[src/rtl/multi_mips_control_fsm.sv]
// Main controller for the multi-cycle MIPS core: sequences fetch, decode, execute,
// memory and write-back steps and decodes the datapath controls from the current state.
module multi_mips_control_fsm (
    input  logic       CLK,
    input  logic       RST,
    input  logic [5:0] OPCODE,
    input  logic       ZERO,
    input  logic       MEM_READY,
    output logic       I_OR_D,
    output logic       MEM_WRITE,
    output logic       IR_WRITE,
    output logic       REG_DST,
    output logic       MEM_TO_REG,
    output logic       REG_WRITE,
    output logic       ALU_SRC_A,
    output logic [1:0] ALU_SRC_B,
    output logic [1:0] ALU_OP,
    output logic [1:0] PC_SRC,
    output logic       PC_EN,
    output logic       INSTR_DONE,
    output logic       ILLEGAL_OP,
    output logic [3:0] STATE
);

    typedef enum logic [3:0] {
        S_FETCH   = 4'd0,
        S_DECODE  = 4'd1,
        S_MEMADR  = 4'd2,
        S_MEMRD   = 4'd3,
        S_MEMWB   = 4'd4,
        S_MEMWR   = 4'd5,
        S_EXECUTE = 4'd6,
        S_ALUWB   = 4'd7,
        S_BRANCH  = 4'd8,
        S_ADDIEX  = 4'd9,
        S_ADDIWB  = 4'd10,
        S_JUMP    = 4'd11
    } state_t;

    localparam logic [5:0] OP_RTYPE = 6'b000000;
    localparam logic [5:0] OP_LW    = 6'b100011;
    localparam logic [5:0] OP_SW    = 6'b101011;
    localparam logic [5:0] OP_BEQ   = 6'b000100;
    localparam logic [5:0] OP_ADDI  = 6'b001000;
    localparam logic [5:0] OP_J     = 6'b000010;

    state_t state;
    logic   pc_write;
    logic   branch;

    // States that touch memory hold until MEM_READY so every access completes exactly once.
    always_ff @(posedge CLK or posedge RST) begin
        if (RST) begin
            state <= S_FETCH;
        end else begin
            case (state)
                S_FETCH:   if (MEM_READY) state <= S_DECODE;
                S_DECODE: begin
                    case (OPCODE)
                        OP_LW, OP_SW: state <= S_MEMADR;
                        OP_RTYPE:     state <= S_EXECUTE;
                        OP_BEQ:       state <= S_BRANCH;
                        OP_ADDI:      state <= S_ADDIEX;
                        OP_J:         state <= S_JUMP;
                        default:      state <= S_FETCH;
                    endcase
                end
                S_MEMADR:  state <= (OPCODE == OP_LW) ? S_MEMRD : S_MEMWR;
                S_MEMRD:   if (MEM_READY) state <= S_MEMWB;
                S_MEMWR:   if (MEM_READY) state <= S_FETCH;
                S_EXECUTE: state <= S_ALUWB;
                S_ADDIEX:  state <= S_ADDIWB;
                default:   state <= S_FETCH;
            endcase
        end
    end

    // Controls are gated by RST so no write strobe can leak out while reset is held.
    always_comb begin
        I_OR_D     = 1'b0;
        MEM_WRITE  = 1'b0;
        IR_WRITE   = 1'b0;
        REG_DST    = 1'b0;
        MEM_TO_REG = 1'b0;
        REG_WRITE  = 1'b0;
        ALU_SRC_A  = 1'b0;
        ALU_SRC_B  = 2'b00;
        ALU_OP     = 2'b00;
        PC_SRC     = 2'b00;
        INSTR_DONE = 1'b0;
        ILLEGAL_OP = 1'b0;
        pc_write   = 1'b0;
        branch     = 1'b0;
        if (!RST) begin
            case (state)
                S_FETCH: begin
                    ALU_SRC_B = 2'b01;
                    IR_WRITE  = MEM_READY;
                    pc_write  = MEM_READY;
                end
                S_DECODE: begin
                    ALU_SRC_B = 2'b11;
                    case (OPCODE)
                        OP_RTYPE, OP_LW, OP_SW, OP_BEQ, OP_ADDI, OP_J: ILLEGAL_OP = 1'b0;
                        default: ILLEGAL_OP = 1'b1;
                    endcase
                end
                S_MEMADR, S_ADDIEX: begin
                    ALU_SRC_A = 1'b1;
                    ALU_SRC_B = 2'b10;
                end
                S_MEMRD: I_OR_D = 1'b1;
                S_MEMWB: begin
                    MEM_TO_REG = 1'b1;
                    REG_WRITE  = 1'b1;
                    INSTR_DONE = 1'b1;
                end
                S_MEMWR: begin
                    I_OR_D     = 1'b1;
                    MEM_WRITE  = 1'b1;
                    INSTR_DONE = MEM_READY;
                end
                S_EXECUTE: begin
                    ALU_SRC_A = 1'b1;
                    ALU_OP    = 2'b10;
                end
                S_ALUWB: begin
                    REG_DST    = 1'b1;
                    REG_WRITE  = 1'b1;
                    INSTR_DONE = 1'b1;
                end
                S_BRANCH: begin
                    ALU_SRC_A  = 1'b1;
                    ALU_OP     = 2'b01;
                    PC_SRC     = 2'b01;
                    branch     = 1'b1;
                    INSTR_DONE = 1'b1;
                end
                S_ADDIWB: begin
                    REG_WRITE  = 1'b1;
                    INSTR_DONE = 1'b1;
                end
                S_JUMP: begin
                    PC_SRC     = 2'b10;
                    pc_write   = 1'b1;
                    INSTR_DONE = 1'b1;
                end
                default: ;
            endcase
        end
    end

    assign PC_EN = pc_write | (branch & ZERO);
    assign STATE = state;

endmodule

[config.mk]
export PLATFORM = sky130hd
export DESIGN_NAME = multi_mips_control_fsm
export DESIGN_NICKNAME = d
export VERILOG_FILES = /design/src/rtl/multi_mips_control_fsm.sv
export SDC_FILE = /design/constraint.sdc
export NUM_CORES = 1
export LEC_CHECK = 0
export ABC_AREA = 1
export CORE_MARGIN = 2
export CORE_UTILIZATION = 38
export CTS_CLUSTER_SIZE = 12
export DETAILED_ROUTE_END_ITERATION = 16
export HOLD_SLACK_MARGIN = 0.05
export PLACE_DENSITY = 0.86
export SKIP_LAST_GASP = 1
export SLEW_MARGIN = 20
export SYNTH_ARGS = -nofsm -noshare
export SYNTH_HDL_FRONTEND = slang
export SYNTH_SLANG_ARGS = --single-unit
[constraint.sdc]
create_clock -name CLK -period 1.34 [get_ports CLK]
set_clock_uncertainty 0.05 [all_clocks]
set_input_delay 0.201 -clock CLK [delete_from_list [all_inputs] [get_ports CLK]]
set_output_delay 0.201 -clock CLK [all_outputs]
set_load 0.05 [all_outputs]
==> results of run 1 <==
## Yosys cell counts, drive strengths merged
library cell  number  area (um2)
nand2             31       123.9
nor2              29       121.4
inv               16       60.05
nand3             10       50.05
a21oi              6       30.03
nor3               5       25.02
dfrtp              4       100.1
buf                2       11.26
nand4              2       12.51
and2               1       7.510
nand3b             1       7.510
o21ai              1       8.760
## stage by stage
step / area [um2] / cells
after floorplan: 720.7 / 108
after global placement: 1419 / 180
## cell families after synthesis
logic type,after synthesis,synth area share (%)
and+or+nand+nor,79,62.33
buffers and inverters,18,12.78
AOI/OAI and AO/OA,7,6.951
DFF,4,17.94
==> impl_results.md, run 1 <==
* Mapped Nets at 118
* Syn_area_per_cell at 5.167 um2
* #FFs+latches synth at 4
* Run Error: [ERROR DPL-0038] Utilization greater than 100%, impossible to legalize
* Ys Warns at 0
* RD Place Congestion at 0.9076
* Post-synthesis sequential area ratio at 17.94%
* Site row count at 13
* Netlist cell types at 17
* Fail Step: detailed placement (3_5_place_dp)
* Die X at 42.32 um
* Outcome: did not finish
* Post-Syn Instances at 108
* Post-synthesis cell area at 558.0 um2
* Top Ports at 30
* Die Ht at 42.32 um
* Port Buffer Count at 29
* Initial Util at 41.84%
==> inputs of run 2 (changes only) <==
- CORE_AREA: unset -> 2 2 63 65
- CORE_MARGIN: 2 -> unset
- CORE_UTILIZATION: 38 -> unset
- CTS_CLUSTER_SIZE: 12 -> unset
- DIE_AREA: unset -> 0 0 65 67
- HOLD_SLACK_MARGIN: 0.05 -> unset
- PLACE_DENSITY: 0.86 -> unset
- PLACE_DENSITY_LB_ADDON: unset -> 0.15
==> run 2 against run 1 <==
Synthesized cell count is the same. The flow now finishes, with violations (setup timing). Area after synthesis is the same.
==> impl_results.md, run 2 <==
* Worst Setup EP: I_OR_D
* Final setup viols at 20
* RD Place Congestion at 0.7630
* Num CTS Buffers at 3
* PD cells at 1252 nW/um2
* Critical Path RT at 1.09 ns
* Worst-path fanout max at 5
* Site row count at 22
* Largest net degree at the start of global routing at 9
* TritonCTS clock tree: done
* Vias per cell at 3.996
* Fin Hold WS at 0.2903 ns
* H-tree levels at 1
* Final nets at 195
* Worst path bufs/invs at 2
* Global-route wire length before repair at 3850 um
* Clock sink total at 4
* Drt pass-1 iters at 4
* Total core area at 3606 um2
* CTS Buffer Depth at 2
* CP startpoint kind: register
* FF-to-FF setup slack at -0.18 ns
* Routed Wire Length at 2424 um
* Post-Syn Instances at 108
* Crit path depth at 5
* Mapped Nets at 118
* Max reg flops at 4
* Setup CP Type: reg -> out
* Die Ht at 67 um
* CP Cell Sequence: nor2_4 -> nand2_2 -> buf_6 -> a21oi_4 -> buf_12
* Peak ir drop on the vdd network at 0.0005914 V
* Top-count cell post-synth: nand2_1
* Area of the multi-input gates at 651.9 um2
* Setup TNS at -5.726 ns
* Commonest cells in the netlist: nand2_1, nor2_1, inv_1
* Largest area contributor in the netlist: nand2_1
* Netlist cell types at 17
* Reg clk slew, reported paths at 0.03 ns
* Final Hold Viols at 0
* Yosys top cell area share at 18.83%
* Top Ports at 30
* Worst path max stage delay at 0.54 ns
* Slowest cell on the critical path: dfrtp_4
* Fin util at 49.93%
* Worst r2r src: STATE[1]
* Initial Util at 15.48%
* Clk Latency, worst-skew pair at 0.21 ns
* XOR/XNOR Fraction of Synth Area at 0%
* Reg2reg end: STATE[2]
* Fmax at 568.1 MHz
* Layout cells sized above 1 at 69.40%
* Die X at 65 um
* DP HPWL at 1958 um
* Fillers at 339
* Top delay family on crit path: flip-flops
* Slew Limit Headroom at 83.38%
* Adder-Cell Fraction of Synth Area at 0%
* Synth top area cells: nand2_1, dfrtp_1, nor2_1, inv_1, nand3_1
* Die area at 4355 um2
* Leakage power at 0.0008148 uW
* Worst Tran Pin Value at 0.2484 ns
* Post-DRT Antenna Nets at 0
* Initial antenna violation count at 0
* Commonest non-fill, non-tap cell in the layout: buf_4
* Vias in the first global route at 843
* Initial drt markers at 12
* Max-cap violations at 0
* RSZ-0062 raised after global routing: yes
* Most used DFF post-synth: dfrtp_1
* Number of enable flip-flop cells after synthesis at 0
* Most frequent cells in the layout: buf_4, nand2_1, buf_12, nor2_4, buf_6
* N_diodes at 0
* Register area at 110.1 um2
* Top layer in use: met4
* Worst Setup SP: STATE[1]
* GRT overflow at 0
* Post-synthesis sequential area ratio at 17.94%
* DRC at 0
* Met3 wire length at 68 um
* Largest family of logic cells by synthesized area: simple AND/OR/NAND/NOR gates
* Port Buffer Count at 29
* Final worst path period share at 131.4%
* CP endpoint kind: output port
* Ys Warns at 0
* Metal2 WL at 1327 um
* Outcome: complete, but fails checks
* Post-synthesis cell area at 558.0 um2
* Post-route met1 wirelength at 1012 um
* Setup ws final at -0.4203 ns
* Post-Synth Simple-Gate Area at 62.33%
* Ys async rst share at 100.0%
* Hold crit path type: in -> async
* CP arrival at 1.51 ns
* Post-synthesis compound-gate area fraction at 6.951%
* Minimum clock period at 1.760 ns
* Clk root buf: clkbuf_8
* Total GRT Usage at 11.48%
* DR WL/cell at 10.49 um
* Via count at 923
* Area growth, synth to finish at 222.6%
* Max Slew Vio Count at 0
* Syn_area_per_cell at 5.167 um2
* Failing checks: setup timing
* #FFs+latches synth at 4
* Tot Pwr at 2254 uW
* Proportion of synthesized area in mux cells at 0%
* Cells on worst reg2reg path at 9
-- run 2: cell counts after synthesis --
Identical to the previous run, type by type.
-- run 2: cell families (layout without fill, tap and decap cells) --
kind of cell,Yosys count,count (layout)
and+or+nand+nor,79,79
buffers and inverters,18,93
AOI/OAI and AO/OA,7,7
DFF,4,4
-- run 2: stage by stage --
step / setup WS, ns / std cells / area [um2]
final: -0.4203 / 231 / 1800
after global routing: -0.4957 / 231 / 1800
after CTS: -0.4095 / 227 / 1735
after detailed placement: -0.3549 / 215 / 1488
after global placement: -0.3186 / 215 / 1488
after floorplan: -0.5274 / 108 / 720.7
-- run 2: what timing repair did --
item	4_1_cts	5_1_grt
setup endpoints to repair	20	21
hold buffers	0	0
hold endpoints to repair	0	0
gates cloned	0	0
setup buffers	12	6
pin swaps	25	10
resized for setup	40	15
-- run 2: metal layers --
metal	vias up	track usage, %
met4	0	3.989
li1	491	-
met2	19	20.49
met1	411	14.36
met5	-	0
met3	2	1.014
-- run 2: area by class of cell --
type | instances | share of cell area [%]
multi-input combinational | 86 | 36.21
timing repair buffer | 74 | 47.95
tap | 48 | 3.336
inverter | 16 | 4.100
clock buffer | 3 | 2.293
sequential | 4 | 6.115
-- run 2: report_power, final --
part           switching (uW)  total, uW  internal (uW)
Combinational             899       1760            861
Sequential               82.2        244            162
Clock                    59.0        250            191
Total                    1040       2250           1210
-- run 2: worst register-to-register path: stages (launching register included) --
cell	delay (ns)
dfrtp_4	0.54
nand2_4	0.14
nor2_4	0.06
buf_4	0.12
buf_4	0.12
buf_4	0.12
nand2_1	0.06
nand3_1	0.09
nand2_1	0.07
nand2_1	0.05
-- run 2: worst min-delay path by stage --
stage | startpoint | to | slack, ns | cells after the start
3_3_place_gp | STATE[3] | STATE[2] | 0.63 | 3
6_report | RST | STATE[2] | 0.29 | 4
5_1_grt | RST | STATE[2] | 0.32 | 4
3_5_place_dp | STATE[3] | STATE[2] | 0.63 | 3
2_1_floorplan | RST | STATE[1] | -0.07 | 1
4_1_cts | RST | STATE[2] | 0.30 | 4
No activity file was read; power rests on OpenSTA's default activity.
==> inputs of run 3 (changes only) <==
- SETUP_SLACK_MARGIN: unset -> 0.05
- SLEW_MARGIN: 20 -> unset
==> run 3 against run 2 <==
The run still ends with setup timing left. Sequential power about the same. Cell count increased by 1.3%. Largest cell class unchanged. Power increased by 3.0%. Flip-flop and latch count unchanged. Register-to-register slack about the same. Global-route usage unchanged. Critical endpoint unchanged. Core utilization increased by 1.4 points. Critical path type unchanged. Sequential share of layout area decreased by 0.17 points. First-iteration DRC count decreased by 58%.
==> impl_results.md, run 3 (synthesis results as in run 2) <==
* Slew Limit Headroom at 83.73%
* CP arrival at 1.52 ns
* H-tree levels at 1
* Vias per cell at 4.068
* Leakage power at 0.0008361 uW
* Die area at 4355 um2
* CTS Buffer Depth at 2
* GRT overflow at 0
* Outcome: complete, but fails checks
* Final Hold Viols at 0
* Met3 wire length at 51 um
* Setup CP Type: reg -> out
* Vias in the first global route at 845
* Total GRT Usage at 11.48%
* Worst Setup SP: STATE[1]
* Initial antenna violation count at 0
* Worst path max stage delay at 0.54 ns
* Initial Util at 15.48%
* Hold Buf Count CTS at 0
* Clock sink total at 4
* Site row count at 22
* Max Slew Vio Count at 0
* Max-cap violations at 0
* Final setup viols at 21
* Most frequent cells in the layout: buf_4, nand2_1, buf_12, nor2_4, buf_6
* DP HPWL at 1958 um
* Slowest cell on the critical path: dfrtp_4
* Worst-path fanout max at 5
* Fin util at 51.35%
* Minimum clock period at 1.771 ns
* Failing checks: setup timing
* Port Buffer Count at 29
* Metal2 WL at 1397 um
* CP Cell Sequence: nor2_4 -> nand2_2 -> buf_6 -> a21oi_4 -> buf_12
* Worst r2r src: STATE[1]
* Via count at 952
* Total core area at 3606 um2
* Tot Pwr at 2322 uW
* Peak ir drop on the vdd network at 0.0006092 V
* Final worst path period share at 132.1%
* Setup ws final at -0.4305 ns
* RSZ-0062 raised after global routing: yes
* CP startpoint kind: register
* DRC at 0
* Die Ht at 67 um
* Area growth, synth to finish at 231.8%
* Final nets at 198
* Max reg flops at 4
* Num CTS Buffers at 3
* Largest net degree at the start of global routing at 9
* N_diodes at 0
* Commonest non-fill, non-tap cell in the layout: buf_4
* Drt pass-1 iters at 5
* DP Worst Slack at -0.3549 ns
* Top Ports at 30
* CP endpoint kind: output port
* PD cells at 1254 nW/um2
* Layout cells sized above 1 at 70.97%
* Clk Latency, worst-skew pair at 0.21 ns
* Reg clk slew, reported paths at 0.03 ns
* Die X at 65 um
* Clk root buf: clkbuf_8
* Hold crit path type: in -> async
* DR WL/cell at 10.81 um
* Global-route wire length before repair at 3850 um
* TritonCTS clock tree: done
* Routed Wire Length at 2530 um
* Initial drt markers at 5
* Fmax at 564.8 MHz
* Setup TNS at -6.014 ns
* Top layer in use: met4
* Post-route met1 wirelength at 1065 um
* Fin Hold WS at 0.2959 ns
* Critical Path RT at 1.09 ns
* Post-DRT Antenna Nets at 0
* RD Place Congestion at 0.7630
* Worst Tran Pin Value at 0.2438 ns
run 3: worst max-delay path, delay by kind of cell (launching register included):
| kind | cells | cell delay, ns |
|---|---|---|
| compound gates | 1 | 0.16 |
| buf+inv | 2 | 0.30 |
| flops | 1 | 0.54 |
| simple gates | 2 | 0.31 |
run 3: metrics by stage:
stage,area (um2),cells
3_3_place_gp,1488,215
4_1_cts,1747,228
6_report,1852,234
2_1_floorplan,720.7,108
5_1_grt,1852,234
3_5_place_dp,1488,215
run 3: area by class of cell:
type | count | area (um2)
fill | 338 | 1754
timing repair buffer | 77 | 897.1
multi-input combinational | 86 | 666.9
sequential | 4 | 110.1
inverter | 16 | 76.32
tap | 48 | 60.06
clock buffer | 3 | 41.29
run 3: report_power, final:
| group | switching (uW) | internal (uW) |
|---|---|---|
| sequential | 83.9 | 162 |
| combinational | 923 | 903 |
| clock | 59.0 | 191 |
| total | 1070 | 1260 |
run 3: path summary, 6_finish.rpt:
| kind | endpoint | slack (ns) | depth (start not counted) |
|---|---|---|---|
| setup / recovery | I_OR_D | -0.43 | 5 |
| max in group asynchronous | STATE[1] | 0.83 | 4 |
| hold / removal | STATE[2] | 0.30 | 4 |
| setup reg to reg | STATE[2] | -0.19 | 9 |
| min in group CLK | STATE[2] | 0.66 | 3 |
| hold reg to reg | STATE[2] | 0.66 | 3 |
run 3: layer usage:
layer	GRT usage, %	vias to the layer above
met5	0	-
met4	3.989	0
met3	1.014	2
met2	20.49	20
met1	14.36	432
li1	-	498
run 3: what timing repair did:
item	in CTS	in global routing
pin swaps	25	12
setup endpoints to repair	21	22
resized for setup	41	20
setup buffers	13	7
